$ cat config.mk
export PLATFORM = sky130hd
export DESIGN_NAME = game_state_controller_flat
export DESIGN_NICKNAME = d
export VERILOG_FILES = /design/src/rtl/game_state_controller_if.sv /design/src/rtl/game_state_controller.sv /design/src/flat_wrapper.sv
export SDC_FILE = /design/constraint.sdc
export NUM_CORES = 1
export LEC_CHECK = 0
export CAP_MARGIN = 5
export CORE_ASPECT_RATIO = 1.2
export CORE_MARGIN = 5
export CORE_UTILIZATION = 29
export DETAILED_ROUTE_END_ITERATION = 8
export PLACE_DENSITY_LB_ADDON = 0.25
export SYNTH_ARGS = -nofsm -noshare
export SYNTH_HDL_FRONTEND = slang
export SYNTH_SLANG_ARGS = --single-unit
$ cat constraint.sdc
create_clock -name clk -period 2.1 [get_ports clk]
set_input_delay 0.315 -clock clk [delete_from_list [all_inputs] [get_ports clk]]
set_output_delay 0.315 -clock clk [all_outputs]
set_load 0.005 [all_outputs]
$ cat src/rtl/game_state_controller_if.sv
// Game-state bus between the scan/button front end and the main game FSM.
// The master drives the per-pixel, tick and button inputs; the slave returns the game state.
interface game_state_controller_if #(
   parameter int CNT_W = 16
);
   logic             frame_tick;
   logic             pix_valid;
   logic             dino_px;
   logic             obs_px;
   logic             jump;
   logic             restart;
   logic [1:0]       game_state;
   logic             run_en;
   logic             death_pulse;
   logic [CNT_W-1:0] frames_alive;

   modport master (
      output frame_tick, pix_valid, dino_px, obs_px, jump, restart,
      input  game_state, run_en, death_pulse, frames_alive
   );

   modport slave (
      input  frame_tick, pix_valid, dino_px, obs_px, jump, restart,
      output game_state, run_en, death_pulse, frames_alive
   );
endinterface

$ cat src/rtl/game_state_controller.sv
// Main game FSM: IDLE/RUN/DEAD, per-frame collision accumulation,
// restart cooldown and a saturating frames-alive counter.
module game_state_controller #(
   parameter int HIT_FRAMES     = 2,
   parameter int RESTART_FRAMES = 30,
   parameter int CNT_W          = 16
) (
   input logic                    clk,
   input logic                    rst_n,
   game_state_controller_if.slave gameBus
);
   typedef enum logic [1:0] {
      IDLE = 2'b00,
      RUN  = 2'b01,
      DEAD = 2'b10
   } state_t;

   localparam logic [3:0]       HIT_N   = 4'(HIT_FRAMES);
   localparam logic [7:0]       COOL_N  = 8'(RESTART_FRAMES);
   localparam logic [CNT_W-1:0] CNT_MAX = '1;

   state_t           state, nextState;
   logic             jumpQ, restartQ;
   logic             hitAcc, hitAccNext;
   logic [3:0]       hitCnt, hitCntNext, hitInc;
   logic [7:0]       cooldown, cooldownNext;
   logic [CNT_W-1:0] framesAlive, framesAliveNext;
   logic             deathPulse, deathNext;
   logic             runEn;
   logic             jumpRise, restartRise;
   logic             overlap, hitNow, deathCond, stateChange;

   assign jumpRise    = gameBus.jump & ~jumpQ;
   assign restartRise = gameBus.restart & ~restartQ;
   assign overlap     = (state == RUN) & gameBus.pix_valid
                      & gameBus.dino_px & gameBus.obs_px;
   assign hitNow      = hitAcc | overlap;
   assign hitInc      = hitCnt + 4'd1;
   assign deathCond   = (state == RUN) & gameBus.frame_tick
                      & hitNow & (hitInc == HIT_N);
   assign stateChange = (nextState != state);

   // Next-state selection; restart has priority over everything
   always_comb begin
      nextState = state;
      if (restartRise) begin
         nextState = IDLE;
      end else begin
         case (state)
            IDLE:    if (jumpRise) nextState = RUN;
            RUN:     if (deathCond) nextState = DEAD;
            DEAD:    if (jumpRise && cooldown == 8'd0) nextState = IDLE;
            default: nextState = IDLE;
         endcase
      end
   end

   // Hit accumulation, cooldown and frames-alive next values
   always_comb begin
      hitAccNext      = hitAcc;
      hitCntNext      = hitCnt;
      cooldownNext    = cooldown;
      framesAliveNext = framesAlive;
      deathNext       = 1'b0;

      if (stateChange || gameBus.frame_tick) begin
         hitAccNext = 1'b0;
      end else if (overlap) begin
         hitAccNext = 1'b1;
      end

      if (restartRise) begin
         hitCntNext   = 4'd0;
         cooldownNext = 8'd0;
      end else if (deathCond) begin
         hitCntNext   = 4'd0;
         cooldownNext = COOL_N;
         deathNext    = 1'b1;
      end else begin
         if (stateChange) begin
            hitCntNext = 4'd0;
         end else if (state == RUN && gameBus.frame_tick) begin
            hitCntNext = hitNow ? hitInc : 4'd0;
         end
         if (state == DEAD && gameBus.frame_tick && cooldown != 8'd0) begin
            cooldownNext = cooldown - 8'd1;
         end
      end

      if (state == IDLE && nextState == RUN) begin
         framesAliveNext = '0;
      end else if (state == RUN && nextState == RUN
                   && gameBus.frame_tick && framesAlive != CNT_MAX) begin
         framesAliveNext = framesAlive + 1'b1;
      end
   end

   // State and datapath registers; buttons reset high so a held button is not an edge
   always_ff @(posedge clk or negedge rst_n) begin
      if (!rst_n) begin
         state       <= IDLE;
         runEn       <= 1'b0;
         deathPulse  <= 1'b0;
         framesAlive <= '0;
         hitAcc      <= 1'b0;
         hitCnt      <= 4'd0;
         cooldown    <= 8'd0;
         jumpQ       <= 1'b1;
         restartQ    <= 1'b1;
      end else begin
         state       <= nextState;
         runEn       <= (nextState == RUN);
         deathPulse  <= deathNext;
         framesAlive <= framesAliveNext;
         hitAcc      <= hitAccNext;
         hitCnt      <= hitCntNext;
         cooldown    <= cooldownNext;
         jumpQ       <= gameBus.jump;
         restartQ    <= gameBus.restart;
      end
   end

   assign gameBus.game_state   = state;
   assign gameBus.run_en       = runEn;
   assign gameBus.death_pulse  = deathPulse;
   assign gameBus.frames_alive = framesAlive;
endmodule

$ cat src/flat_wrapper.sv
// flat-port wrapper written by rule: the top's interface ports become plain ports
module game_state_controller_flat 
#(
   parameter int HIT_FRAMES     = 2,
   parameter int RESTART_FRAMES = 30,
   parameter int CNT_W          = 16
)
  (clk, rst_n, gameBus_frame_tick, gameBus_pix_valid, gameBus_dino_px, gameBus_obs_px, gameBus_jump, gameBus_restart, gameBus_game_state, gameBus_run_en, gameBus_death_pulse, gameBus_frames_alive);
  game_state_controller_if #(.CNT_W(CNT_W)) gameBus_i ();
  input logic clk;
  input logic rst_n;
  input wire logic [$bits(gameBus_i.frame_tick)-1:0] gameBus_frame_tick;
  input wire logic [$bits(gameBus_i.pix_valid)-1:0] gameBus_pix_valid;
  input wire logic [$bits(gameBus_i.dino_px)-1:0] gameBus_dino_px;
  input wire logic [$bits(gameBus_i.obs_px)-1:0] gameBus_obs_px;
  input wire logic [$bits(gameBus_i.jump)-1:0] gameBus_jump;
  input wire logic [$bits(gameBus_i.restart)-1:0] gameBus_restart;
  output wire logic [$bits(gameBus_i.game_state)-1:0] gameBus_game_state;
  output wire logic [$bits(gameBus_i.run_en)-1:0] gameBus_run_en;
  output wire logic [$bits(gameBus_i.death_pulse)-1:0] gameBus_death_pulse;
  output wire logic [$bits(gameBus_i.frames_alive)-1:0] gameBus_frames_alive;
  assign gameBus_i.frame_tick = gameBus_frame_tick;
  assign gameBus_i.pix_valid = gameBus_pix_valid;
  assign gameBus_i.dino_px = gameBus_dino_px;
  assign gameBus_i.obs_px = gameBus_obs_px;
  assign gameBus_i.jump = gameBus_jump;
  assign gameBus_i.restart = gameBus_restart;
  assign gameBus_game_state = gameBus_i.game_state;
  assign gameBus_run_en = gameBus_i.run_en;
  assign gameBus_death_pulse = gameBus_i.death_pulse;
  assign gameBus_frames_alive = gameBus_i.frames_alive;
  game_state_controller #(.HIT_FRAMES(HIT_FRAMES), .RESTART_FRAMES(RESTART_FRAMES), .CNT_W(CNT_W)) u_core (.clk(clk), .rst_n(rst_n), .gameBus(gameBus_i));
endmodule
After elaboration in Yosys (flattened, before gate mapping):

Index checks and enable logic that the tools add are counted.

* word-level logic and storage cells: 64
* output and inout port bits: 20
* flip-flop bits (word level): 35

* mux-type cells: 19
* add/subtract/negate cells: 3
* reductions and logical operators: 16
* bitwise operators: 11
* equal/unequal tests: 6

Operators with widths (count)
* $mux 16: 2
* $mux 8: 3
* $mux 4: 5
* $add 16x1->16 const B: 1
* $ne 16x16->1 const B: 1
* $and 1x1->1: 8
* $logic_and 1x1->1: 8
* $logic_not 8->1: 1
* $mux 2: 4
* $reduce_bool 8->1: 1
* $sub 8x1->8 const B: 1
* $pmux 2 s3: 1
* $add 4x1->4 const B: 1
* $eq 2x1->1 const B: 2
* $eq 4x2->1 const B: 1
* $mux 1: 4
* $reduce_bool 2->1: 2
* $reduce_bool 4->1: 1
* $reduce_bool 3->1: 1
* $eq 2x2->1 const B: 1
* $logic_not 2->1: 1
* $ne 2x2->1: 1
* $not 1->1: 2
* $logic_or 1x1->1: 1
* $or 1x1->1: 1

Depth between registers and ports, before layout:

Gate-level depths: netlist of run 1.

* word-level depth: 16
* mapped depth: 9
* gate-level depth less buffers: 7

Least setup slack after synthesis of run 1:

No wires, ideal clock.

* path kind: flip-flop to flip-flop
* from: reg u_core.hitCnt[0]
* to: reg u_core.framesAlive[10], in the netlist u_core.gameBus.frames_alive[10]
* path slack: 0.039 ns
* stages on the path, launching flop included: 8
* data required time: 2.022 ns
* arrival time: 1.984 ns
* buffers on the path: 1
* library setup time: 0.078 ns
* cells stage by stage: dfrtp_1 > ha_1 > and3_1 > a32oi_4 > o21ai_2 > buf_6 > or4_1 > a21oi_1

* longest elaborated chain between the ends: 11
* elaborated cells on any way between the ends: 13

Ends and longest elaborated chain
* start: declaration: line game_state_controller.sv:25 `logic [3:0] hitCnt, hitCntNext, hitInc;`
* start signal: assignment: line game_state_controller.sv:116 `hitCnt <= hitCntNext;`
* $add 4x1->4 (*): line game_state_controller.sv:38 `assign hitInc = hitCnt + 4'd1;`
* $eq 4x2->1 (*): line game_state_controller.sv:40 `& hitNow & (hitInc == HIT_N);`
* $and 1x1->1 (*): line game_state_controller.sv:40
* $mux 2 (*): line game_state_controller.sv:51 `RUN: if (deathCond) nextState = DEAD;`
* $pmux 2 s3 (*): line game_state_controller.sv:49 `case (state)`
* $mux 2 (*): line game_state_controller.sv:46 `if (restartRise) begin`
* $eq 2x1->1 (*): line game_state_controller.sv:90, game_state_controller.sv:92
* $logic_and 1x1->1: line game_state_controller.sv:92 `end else if (state == RUN && nextState == RUN`
* $logic_and 1x1->1 (2 in a row): line game_state_controller.sv:93 `&& gameBus.frame_tick && framesAlive != CNT_MAX) begin`
* $reduce_bool 2->1 (no source line)
* end signal: assignment: line game_state_controller.sv:114 `framesAlive <= framesAliveNext;`
* end: declaration: line game_state_controller.sv:27 `logic [CNT_W-1:0] framesAlive, framesAliveNext;`

Every way passes the cells marked *; elsewhere a longest branch is shown, timed or not.
A chain may end at the register's enable or synchronous reset.

Worst setup path after layout of run 1:

* from: reg u_core.hitCnt[1]
* to: reg u_core.framesAlive[2], in the netlist u_core.gameBus.frames_alive[2]

Same word-level chain as after synthesis.

==> impl_results.md, run 1 <==
- Outcome: completed
- Slowest stage cell, crit path: dfrtp_1
- # nets final: 294
- Synth Flop Type: dfrtp_1
- Yosys top cell area share: 41.02%
- Worst slew pin tran: 0.8095 ns
- Post-synthesis mux area share: 2.486%
- Largest family of logic cells by synthesized area: simple AND/OR/NAND/NOR gates
- Final Skew: 0.01135 ns
- Gp weighted congestion: 0.7895
- Max_cap viols: 0
- Global route overflow: 0
- Root buffer cell: clkbuf_8
- Setup TNS: 0 ns
- Largest net degree at the start of global routing: 36
- Reg2Reg Launch Point: u_core.hitCnt[1]$_DFFE_PN0P_
- IO Count: 28
- Max stage delay on crit path: 0.41 ns
- Vias in the first global route: 1920
- Synth Instances: 213
- Post-DRT Antenna Nets: 0
- Die Area: 8715 µm²
- Synth Area in XOR/XNOR: 1.740%
- Clock-pin slew on the worst setup and hold paths: 0.08 ns
- Top cells by area, synth: dfrtp_1, a21oi_1, nor2_1
- Worst setup path start: u_core.hitCnt[1]$_DFFE_PN0P_
- Die Y: 101.3 µm
- Avg WL per Cell: 14.80 µm
- Via count: 1875
- Placed cell areas: 2631 µm²
- Critical R2R Capture: u_core.gameBus.frames_alive[2]$_DFFE_PN0P_
- Avg Vias per Cell: 5.081
- Worst R2R Path Depth: 9
- Initial core utilization: 29.55%
- Syn Nets: 226
- Max-slew headroom: 46.03%
- Max Freq: 491.5 MHz
- Syn_area_per_cell: 9.452 µm²
- Worst skew pair latency: 0.29 ns
- Num rows: 33
- YS warnings: 0
- Stages on worst setup path: 9
- Cell taking the most area after synthesis: dfrtp_1
- Number of synthesized flops with an enable pin: 0
- Worst path cell trace: inv_1 > ha_2 > and3_4 > a32oi_4 > o21ai_4 > buf_8 > buf_6 > or3_4 > a21oi_2
- CTS tree: yes
- Post-synthesis sequential area ratio: 43.63%
- Total track usage: 13.21%
- Final HPWL DP: 3.866 mm
- Area of the mapped netlist: 2013 µm²
- Maximum clock insertion buffer count: 2
- Buf+Inv Stages, Crit Path: 3
- Yosys reg bits: 35
- Required @ worst endpoint: 2.33 ns
- Critical path's top delay family: compound AO/OA/AOI/OAI gates
- Crit path arrival time: 2.26 ns
- Fraction of the mapped netlist area in simple logic gates: 28.96%
- Asr flop ratio synth: 100.0%
- Count of different cell masters after synthesis: 46
- Setup violations, final: 0
- Clock sinks: 35
- Final Cell Area: 2841 µm²
- Layout cell share with drive strength beyond 1: 26.24%
- Worst setup path endpoint: u_core.gameBus.frames_alive[2]$_DFFE_PN0P_
- Core footprint: 6813 µm²
- Die Span X: 86.06 µm
- Nature of the critical path startpoint: register
- Endpoints failing hold: 0
- IO Port Bufs: 27
- Post-layout min period: 2.035 ns
- P&R area growth vs syn: 41.14%
- Initial drt markers: 57
- Final count of pins violating max slew: 0
- Hold/Removal Path Class: in2async
- CTS H-Tree Depth: 2
- First-pass GRT wire length: 9.183 mm
- Pwr dens: 547.7 nW/µm²
- Max VDD drop: 0.2575 mV
- Residual DRC: 0
- Final WL: 5.461 mm
- Setup crit end kind: register
- Initial antenna violation count: 0
- Total CTS buffers: 5
- R2r setup slk: 0.07 ns
- Synth Area in Compound Gates: 16.47%
- Adder-cell share of the synthesized area: 3.108%
- RSZ-0062 raised after global routing: true
- Kind of critical path: reg2reg
- ANT cells: 0
- Pleak: 1.184 nW
- Crit Path Max Fanout: 6
- Period Utilization, post-route: 96.89%
- DR pass1 iterations: 5
==> where the power goes <==
group / total (mW) / leakage, nW / switching [mW] / internal (mW)
logic: 0.335 / 0.665 / 0.168 / 0.167
registers: 0.720 / 0.478 / 0.0192 / 0.700
clock network: 0.502 / 0.0412 / 0.269 / 0.232
total: 1.56 / 1.18 / 0.456 / 1.10
==> worst min path at each step <==
| stage | slack (ns) | end | from | depth (start not counted) |
|---|---|---|---|---|
| floorplan | 0.02 | u_core.cooldown[0]$_DFFE_PN0P_ | rst_n | 0 |
| global placement | 0.47 | u_core.hitCnt[0]$_DFFE_PN0P_ | rst_n | 1 |
| detailed placement | 0.46 | u_core.hitCnt[1]$_DFFE_PN0P_ | rst_n | 1 |
| CTS | 0.15 | u_core.gameBus.run_en$_DFF_PN0_ | rst_n | 1 |
| global route | 0.19 | u_core.hitAcc$_DFFE_PN0P_ | rst_n | 1 |
| finish | 0.11 | u_core.hitCnt[0]$_DFFE_PN0P_ | rst_n | 1 |
==> flip-flops by register name, summed over array words and instances, names as in the netlist <==
name,flops
u_core.gameBus.frames_alive,16
u_core.cooldown,8
u_core.hitCnt,4
u_core.gameBus.game_state,2
u_core.gameBus.death_pulse,1
u_core.gameBus.run_en,1
u_core.hitAcc,1
u_core.jumpQ,1
u_core.restartQ,1
==> cells in the mapped netlist (2+ instances only) <==
cell type  instances
o311a_1            3
o31ai_1            6
xor2_1             2
nand3_1           10
o21a_1             2
a21oi_1           16
buf_4              2
and3_1             4
or4_1              9
nand3b_1           3
nor3_1            10
nand4_1            9
or2_2              2
nor2_1            18
o211ai_1           2
nor4_1             5
xnor2_1            2
dfstp_2            2
buf_6              2
ha_1               5
nor2b_1            3
nand2_1           17
and2_1             3
inv_1              5
clkbuf_1           3
nand2b_1           4
o21ai_0            8
or3_1              2
dfrtp_1           33
mux2i_1            5
==> area by class of cell <==
| type | instances | area [µm²] |
|---|---|---|
| fill | 691 | 3971 |
| multi-input combinational | 165 | 1147 |
| sequential | 35 | 878.3 |
| timing repair buffer | 69 | 603.1 |
| tap | 87 | 108.9 |
| clock buffer | 6 | 72.57 |
| inverter | 5 | 18.77 |
| clock inverter | 2 | 12.51 |
==> repair_timing <==
action | CTS | global route
hold buffers | 0 | 0
cloned | 0 | 0
endpoints found under the setup margin | 6 | 11
setup buffers | 5 | 1
hold endpoints to repair | 0 | 0
pin swaps | 11 | 5
gates resized for setup | 10 | 17
==> logic make-up (layout without fill, tap and decap cells) <==
family	Yosys count	after routing
XOR/XNOR	4	4
flip-flops	35	35
buffers and inverters	13	82
AO/OA/AOI/OAI	45	45
multiplexers	5	5
adder cells (fa/ha/maj)	5	5
AND/OR/NAND/NOR	106	106
==> per-stage QoR <==
step	utilization [%]	total power [mW]	setup slack (ns)	hold WS [ns]	instances
4_1_cts	40.75	1.567	0.01231	0.1469	369
5_1_grt	41.71	1.648	-0.03102	0.1893	369
3_5_place_dp	38.62	1.031	-0.06698	0.4642	357
2_1_floorplan	-	0.8595	0.03885	0.01941	213
3_3_place_gp	38.62	1.029	-0.01784	0.4668	357
6_report	41.71	1.556	0.06532	0.1094	369
==> placed cells by master, fill, tap and decap left out, types with 3 or more instances in the layout <==
master and count:
nor2b_1 3, mux2i_1 5, nor4_1 4, nand4_1 9, a21oi_2 3, buf_4 37, nand3_1 10, dfrtp_1 33
or4_1 8, nor2_1 16, clkbuf_8 5, a21oi_1 13, and3_1 3, ha_1 3, nand2b_1 4, clkdlybuf4s50_1 26
nand2_1 17, nand3b_1 3, buf_6 4, and2_1 3, o31ai_1 4, o21ai_0 8, nor3_1 9, inv_1 5
o311a_1 3
==> worst register-to-register path, cell delays in order, from the launching register on <==
cell and delay, ns:
dfrtp_1 0.41, inv_1 0.06, ha_2 0.17, and3_4 0.18
a32oi_4 0.29, o21ai_4 0.14, buf_8 0.16, buf_6 0.11
or3_4 0.32, a21oi_2 0.12
==> routing by layer <==
metal	GRT usage (%)	up-vias	wire (µm)
met3	4.231	3	237
met4	3.654	0	19
li1	-	931	-
met1	16.01	903	2497
met5	0	-	0
met2	22.49	38	2706
Note: power is estimated with default switching activity, not from simulation.
==> inputs of run 2 (changes only) <==
--- a/config.mk
+++ b/config.mk
@@ -9,6 +9,7 @@
 export CORE_ASPECT_RATIO = 1.2
 export CORE_MARGIN = 5
 export CORE_UTILIZATION = 29
+export CTS_BUF_LIST = sky130_fd_sc_hd__clkbuf_8
 export DETAILED_ROUTE_END_ITERATION = 8
 export PLACE_DENSITY_LB_ADDON = 0.25
 export SYNTH_ARGS = -nofsm -noshare
==> run 2 against run 1 <==
Against the previous run: worst hold slack did not move; clock-buffer cell count fell by 1; wire length did not move; largest cell class unchanged.
==> impl_results.md, run 2 (synthesized netlist as in run 1, its figures left out) <==
- Outcome: completed (unchanged)
- Buf+Inv Stages, Crit Path: 3 (unchanged)
- Crit path arrival time: 2.26 ns (about the same)
- Max-slew headroom: 46.03% (unchanged)
- Global route overflow: 0 (unchanged)
- DR pass1 iterations: 5 (unchanged)
- Largest register FFs: 16 (unchanged)
- Commonest non-fill, non-tap cell in the layout: buf_4 (unchanged)
- Setup crit end kind: register (unchanged)
- Maximum clock insertion buffer count: 2 (unchanged)
- Layout cell share with drive strength beyond 1: 26.24% (unchanged)
- IO Count: 28 (unchanged)
- Nature of the critical path startpoint: register (unchanged)
- Post-placement setup slack: -0.06698 ns (unchanged)
- Hold/Removal Path Class: in2async (unchanged)
- Placed cell areas: 2631 µm² (unchanged)
- Via count: 1875 (unchanged)
- Period Utilization, post-route: 96.89% (unchanged)
- Avg WL per Cell: 14.80 µm (unchanged)
- Worst path cell trace: inv_1 > ha_2 > and3_4 > a32oi_4 > o21ai_4 > buf_8 > buf_6 > or3_4 > a21oi_2 (unchanged)
- Critical path's top delay family: compound AO/OA/AOI/OAI gates (unchanged)
- Post-layout min period: 2.035 ns (unchanged)
- CTS tree: yes (unchanged)
- ANT cells: 0 (unchanged)
- Vias in the first global route: 1920 (unchanged)
- Most frequent cells in the layout: buf_4, dfrtp_1, clkdlybuf4s50_1, nand2_1, nor2_1 (unchanged)
- Fillers: 691 (unchanged)
- Worst R2R Path Depth: 9 (unchanged)
- Avg Vias per Cell: 5.081 (unchanged)
- Initial core utilization: 29.55% (unchanged)
- Post-DRT Antenna Nets: 0 (unchanged)
- Num rows: 33 (unchanged)
- Stages on worst setup path: 9 (unchanged)
- Worst skew pair latency: 0.29 ns (about the same)
- Max stage delay on crit path: 0.41 ns (about the same)
- First-pass GRT wire length: 9.183 mm (unchanged)
- Fin worst setup slack: 0.06532 ns (unchanged)
- Total track usage: 13.21% (unchanged)
- Initial drt markers: 57 (unchanged)
- Final count of pins violating max slew: 0 (unchanged)
- IO Port Bufs: 27 (unchanged)
- Largest net degree at the start of global routing: 36 (unchanged)
- Final WL: 5.461 mm (unchanged)
- Max VDD drop: 0.2575 mV (about the same)
- P&R area growth vs syn: 41.14% (unchanged)
- Slowest stage cell, crit path: dfrtp_1 (unchanged)
- # nets final: 294 (unchanged)
- Residual DRC: 0 (unchanged)
- Core footprint: 6813 µm² (unchanged)
- Gp weighted congestion: 0.7895 (unchanged)
- Worst slew pin tran: 0.8095 ns (unchanged)
- Setup violations, final: 0 (unchanged)
- CTS H-Tree Depth: 2 (unchanged)
- Final Skew: 0.01135 ns (unchanged)
- Max_cap viols: 0 (unchanged)
- Initial antenna violation count: 0 (unchanged)
- Pleak: 1.188 nW (was 1.184 nW)
- RSZ-0062 raised after global routing: true (unchanged)
- Pwr dens: 546.1 nW/µm² (was 547.7 nW/µm²)
- Clock sinks: 35 (unchanged)
- Total CTS buffers: 5 (unchanged)
- Die Area: 8715 µm² (unchanged)
- Crit Path Max Fanout: 6 (unchanged)
- Root buffer cell: clkbuf_8 (unchanged)
- Final HPWL DP: 3.866 mm (unchanged)
- Die Span X: 86.06 µm (unchanged)
- Clock-pin slew on the worst setup and hold paths: 0.08 ns (about the same)
- Kind of critical path: reg2reg (unchanged)
- Max Freq: 491.5 MHz (unchanged)
- Required @ worst endpoint: 2.33 ns (about the same)
- Die Y: 101.3 µm (unchanged)
- Final Cell Area: 2841 µm² (unchanged)
- Endpoints failing hold: 0 (unchanged)
==> run 2: report_power, final <==
part | switching (mW) | leakage [nW] | total, mW | internal (mW)
clock | 0.270 | 0.0453 | 0.497 | 0.227
combinational | 0.168 | 0.665 | 0.335 | 0.167
sequential | 0.0192 | 0.478 | 0.720 | 0.700
total | 0.457 | 1.19 | 1.55 | 1.09
==> run 2: layout make-up <==
type	instances	area [µm²]	share of cell area, %
Multi-Input combinational cell	165	1147	40.38
Sequential cell	35	878.3	30.91
Timing Repair Buffer	69	603.1	21.22
Tap cell	87	108.9	3.831
Clock buffer	5	68.82	2.422
Inverter	5	18.77	0.6605
Clock inverter	3	16.27	0.5724
==> run 2: layer usage <==
| layer | vias to the layer above | global-route usage [%] | wire length (µm) |
|---|---|---|---|
| met3 | 3 | 4.231 | 237 |
| met2 | 38 | 22.49 | 2706 |
| met1 | 903 | 16.01 | 2497 |
| li1 | 931 | - | - |
| met4 | 0 | 3.654 | 19 |
| met5 | - | 0 | 0 |
==> run 2: per-stage QoR <==
| stage | instances | power, mW | hold slack (ns) | TNS [ns] | utilization, % |
|---|---|---|---|---|---|
| floorplan | 213 | 0.8595 | 0.01941 | 0 | - |
| global placement | 357 | 1.029 | 0.4668 | -0.06967 | 38.62 |
| detailed placement | 357 | 1.031 | 0.4642 | -0.2890 | 38.62 |
| CTS | 369 | 1.563 | 0.1469 | 0 | 40.75 |
| global route | 369 | 1.643 | 0.1893 | -0.04035 | 41.71 |
| finish | 369 | 1.552 | 0.1094 | 0 | 41.71 |
==> run 2: repair_timing <==
action,in CTS,in global routing
setup endpoints to repair,6,11
hold buffers,0,0
resized for setup,10,17
setup buffers,5,1
pin swaps,11,5
==> run 2: final timing paths <==
kind	slack, ns	to	start
max in group asynchronous	1.47	u_core.gameBus.frames_alive[9]$_DFFE_PN0P_	rst_n
hold / removal	0.11	u_core.hitCnt[0]$_DFFE_PN0P_	rst_n
setup / recovery	0.07	u_core.gameBus.frames_alive[2]$_DFFE_PN0P_	u_core.hitCnt[1]$_DFFE_PN0P_
hold reg to reg	0.51	u_core.gameBus.frames_alive[15]$_DFFE_PN0P_	u_core.gameBus.frames_alive[15]$_DFFE_PN0P_
min in group clk	0.45	u_core.jumpQ$_DFF_PN1_	gameBus_jump
setup reg to reg	0.07	u_core.gameBus.frames_alive[2]$_DFFE_PN0P_	u_core.hitCnt[1]$_DFFE_PN0P_
==> run 2: worst reg2reg max path: stages (launching register included) <==
cell,delay (ns)
dfrtp_1,0.41
inv_1,0.06
ha_2,0.17
and3_4,0.18
a32oi_4,0.29
o21ai_4,0.14
buf_8,0.16
buf_6,0.11
or3_4,0.32
a21oi_2,0.12
==> inputs of run 3 (changes only) <==
==> constraint.sdc (replaced) <==
create_clock -name clk -period 2.1 [get_ports clk]
set_input_delay 0.63 -clock clk [delete_from_list [all_inputs] [get_ports clk]]
set_output_delay 0.63 -clock clk [all_outputs]
set_load 0.005 [all_outputs]
==> run 3 against run 2 <==
Against the previous run: critical path depth decreased by 2; core utilization increased by 1.4 points; via count increased by 0.64%; maximum frequency decreased by 1.8%; cell count increased by 2.7%; combinational power increased by 8.4%; sequential share of layout area decreased by 1.0 points; cell area increased by 3.4%; clock skew decreased by 0.0086 ns; register-to-register slack got worse by 0.02 ns; power increased by 1.8%.
==> impl_results.md, run 3 (synthesized netlist as in run 1, its figures left out) <==
- Outcome: completed (unchanged)
- Pleak: 1.225 nW (was 1.188 nW)
- Slowest stage cell, crit path: or4_4 (was dfrtp_1)
- Cell Count, Final, Fillers Out: 379 (was 369)
- Reg2Reg Launch Point: u_core.hitCnt[1]$_DFFE_PN0P_ (unchanged)
- ANT cells: 0 (unchanged)
- First-pass GRT wire length: 9.156 mm (was 9.183 mm)
- Commonest non-fill, non-tap cell in the layout: buf_4 (unchanged)
- Period Utilization, post-route: 98.68% (was 96.89%)
- Initial core utilization: 29.55% (unchanged)
- Vias in the first global route: 1959 (was 1920)
- Final Skew: 0.002736 ns (was 0.01135 ns)
- IO Port Bufs: 27 (unchanged)
- Total CTS buffers: 5 (unchanged)
- Final WL: 5.447 mm (was 5.461 mm)
- P&R area growth vs syn: 45.99% (was 41.14%)
- Root buffer cell: clkbuf_8 (unchanged)
- Clock power share: 31.3% (was 32.0%)
- Combinational Power Share: 23.0% (was 21.6%)
- Max-slew headroom: 67.52% (was 46.03%)
- Die Y: 101.3 µm (unchanged)
- Worst path cell trace: clkdlybuf4s50_1 > and3_4 > a22oi_4 > o21ai_4 > buf_12 > or4_4 > a21oi_2 (was inv_1 > ha_2 > and3_4 > a32oi_4 > o21ai_4 > buf_8 > buf_6 > or3_4 > a21oi_2)
- DR pass1 iterations: 4 (was 5)
- Cells after DPL: 364 (was 357)
- Kind of critical path: in2reg (was reg2reg)
- WL met2: 2.816 mm (was 2.706 mm)
- Clock sinks: 35 (unchanged)
- Critical R2R Capture: u_core.gameBus.frames_alive[8]$_DFFE_PN0P_ (was u_core.gameBus.frames_alive[2]$_DFFE_PN0P_)
- Worst skew pair latency: 0.29 ns (about the same)
- Global route overflow: 0 (unchanged)
- Avg Vias per Cell: 4.979 (was 5.081)
- Residual DRC: 0 (unchanged)
- Sequential share of power: 45.7% (was 46.4%)
- Met1 WL: 2.384 mm (was 2.497 mm)
- Worst slew pin tran: 0.4832 ns (was 0.8095 ns)
- Initial drt markers: 58 (was 57)
- Num rows: 33 (unchanged)
- Required @ worst endpoint: 2.32 ns (was 2.33 ns)
- Post-layout min period: 2.072 ns (was 2.035 ns)
- Crit path arrival time: 2.29 ns (was 2.26 ns)
- Met3 wire len: 184 µm (was 237 µm)
- Total power draw: 1.579 mW (was 1.552 mW)
- Post-DRT Antenna Nets: 0 (unchanged)
- Nature of the critical path startpoint: primary input (was register)
- Uppermost layer routed: met4 (unchanged)
- Hold_buf cts: 0 (unchanged)
- R2r setup slk: 0.05 ns (was 0.07 ns)
- Max stage delay on crit path: 0.51 ns (was 0.41 ns)
- Fin worst setup slack: 0.02777 ns (was 0.06532 ns)
- Initial antenna violation count: 0 (unchanged)
- Total track usage: 13.12% (was 13.21%)
- Die Area: 8715 µm² (unchanged)
- Avg WL per Cell: 14.37 µm (was 14.80 µm)
- Setup TNS: 0 ns (unchanged)
- Most frequent cells in the layout: buf_4, dfrtp_1, clkdlybuf4s50_1, nor2_1, nand2_1 (was buf_4, dfrtp_1, clkdlybuf4s50_1, nand2_1, nor2_1)
- Hold/Removal Path Class: in2async (unchanged)
- IO Count: 28 (unchanged)
- Setup violations, final: 0 (unchanged)
- Max_cap viols: 0 (unchanged)
- CTS tree: yes (unchanged)
- Max Freq: 482.6 MHz (was 491.5 MHz)
- Max VDD drop: 0.2824 mV (was 0.2575 mV)
- Maximum clock insertion buffer count: 2 (unchanged)
- Gp weighted congestion: 0.7457 (was 0.7895)
- Clock-pin slew on the worst setup and hold paths: 0.08 ns (about the same)
- Final HPWL DP: 3.869 mm (was 3.866 mm)
- Int Pwr: 1.126 mW (was 1.095 mW)
- Via count: 1887 (was 1875)
- Die Span X: 86.06 µm (unchanged)
- Pwr dens: 537.3 nW/µm² (was 546.1 nW/µm²)
- Fillers: 677 (was 691)
- # nets final: 304 (was 294)
- Core footprint: 6813 µm² (unchanged)
- Layout cell share with drive strength beyond 1: 30.82% (was 26.24%)
- Largest net degree at the start of global routing: 36 (unchanged)
- Post-placement setup slack: -0.4391 ns (was -0.06698 ns)
- CTS H-Tree Depth: 2 (unchanged)
- Worst R2R Path Depth: 8 (was 9)
- Sw Share: 28.71% (was 29.43%)
- Final count of pins violating max slew: 0 (unchanged)
- Crit Path Max Fanout: 8 (was 6)
- Endpoints failing hold: 0 (unchanged)
- P_sw: 0.4533 mW (was 0.4567 mW)
- RSZ-0062 raised after global routing: true (unchanged)
- Largest register FFs: 16 (unchanged)
- Setup crit end kind: register (unchanged)
==> run 3: cell types whose count changed in the layout (fill, tap and decap cells not counted), sizes merged <==
cell           delta
clkdlybuf4s50     -1
clkbuf            +1
dlygate4sd2       +1
inv               -1
buf               +9
clkinvlp          +1
==> run 3: area by class of cell <==
cell class / count / area (µm²) / area share (%)
clock buffer: 5 / 68.82 / 2.341
clock inverter: 3 / 20.02 / 0.6811
inverter: 5 / 18.77 / 0.6386
multi-input combinational: 165 / 1152 / 39.21
sequential: 35 / 878.3 / 29.89
tap: 87 / 108.9 / 3.704
timing repair buffer: 79 / 691.9 / 23.54
==> run 3: how the worst max path moves through the flow <==
stage / from / end / slack [ns] / cells after the start
5_1_grt: gameBus_restart / u_core.gameBus.frames_alive[9]$_DFFE_PN0P_ / -0.09 / 7
2_1_floorplan: u_core.hitCnt[0]$_DFFE_PN0P_ / u_core.gameBus.frames_alive[10]$_DFFE_PN0P_ / 0.04 / 7
4_1_cts: gameBus_obs_px / u_core.gameBus.frames_alive[8]$_DFFE_PN0P_ / 0.02 / 7
6_report: gameBus_obs_px / u_core.gameBus.frames_alive[8]$_DFFE_PN0P_ / 0.03 / 7
3_3_place_gp: gameBus_frame_tick / u_core.gameBus.frames_alive[8]$_DFFE_PN0P_ / -0.33 / 7
3_5_place_dp: gameBus_restart / u_core.hitAcc$_DFFE_PN0P_ / -0.44 / 7
==> run 3: power groups by stage <==
stage | Sequential (mW) | Combinational [mW] | Clock (mW)
2_1_floorplan | 0.741 | 0.119 | 0
3_3_place_gp | 0.732 | 0.312 | 0
3_5_place_dp | 0.734 | 0.314 | 0
5_1_grt | 0.726 | 0.399 | 0.542
4_1_cts | 0.721 | 0.330 | 0.521
6_report | 0.721 | 0.363 | 0.495
==> run 3: metrics by stage <==
stage          utilization, %  cell area (µm²)  hold slack (ns)
5_1_grt                 43.14             2939           0.4248
4_1_cts                 41.12             2801           0.3922
3_3_place_gp            39.39             2684           0.5104
6_report                43.14             2939           0.3886
2_1_floorplan               -             2013           0.3344
3_5_place_dp            39.39             2684           0.5042
==> run 3: worst max-delay path, delay by kind of cell <==
family                 cells  cell delay (ns)
and+or+nand+nor            2             0.70
AOI/OAI and AO/OA          3             0.42
buffers and inverters      2             0.53
==> run 3: what timing repair did <==
item | in CTS | in global routing
gates resized for setup | 4 | 22
cloned | 0 | 1
pin swaps | 7 | 9
setup buffers | 3 | 3
endpoints found under the setup margin | 7 | 19
==> run 3: layer usage <==
metal  vias to the layer above  global-route usage [%]
li1                        953                       -
met1                       901                   15.53
met2                        28                   23.38
met3                         5                   3.417
met4                         0                   3.532
met5                         -                       0
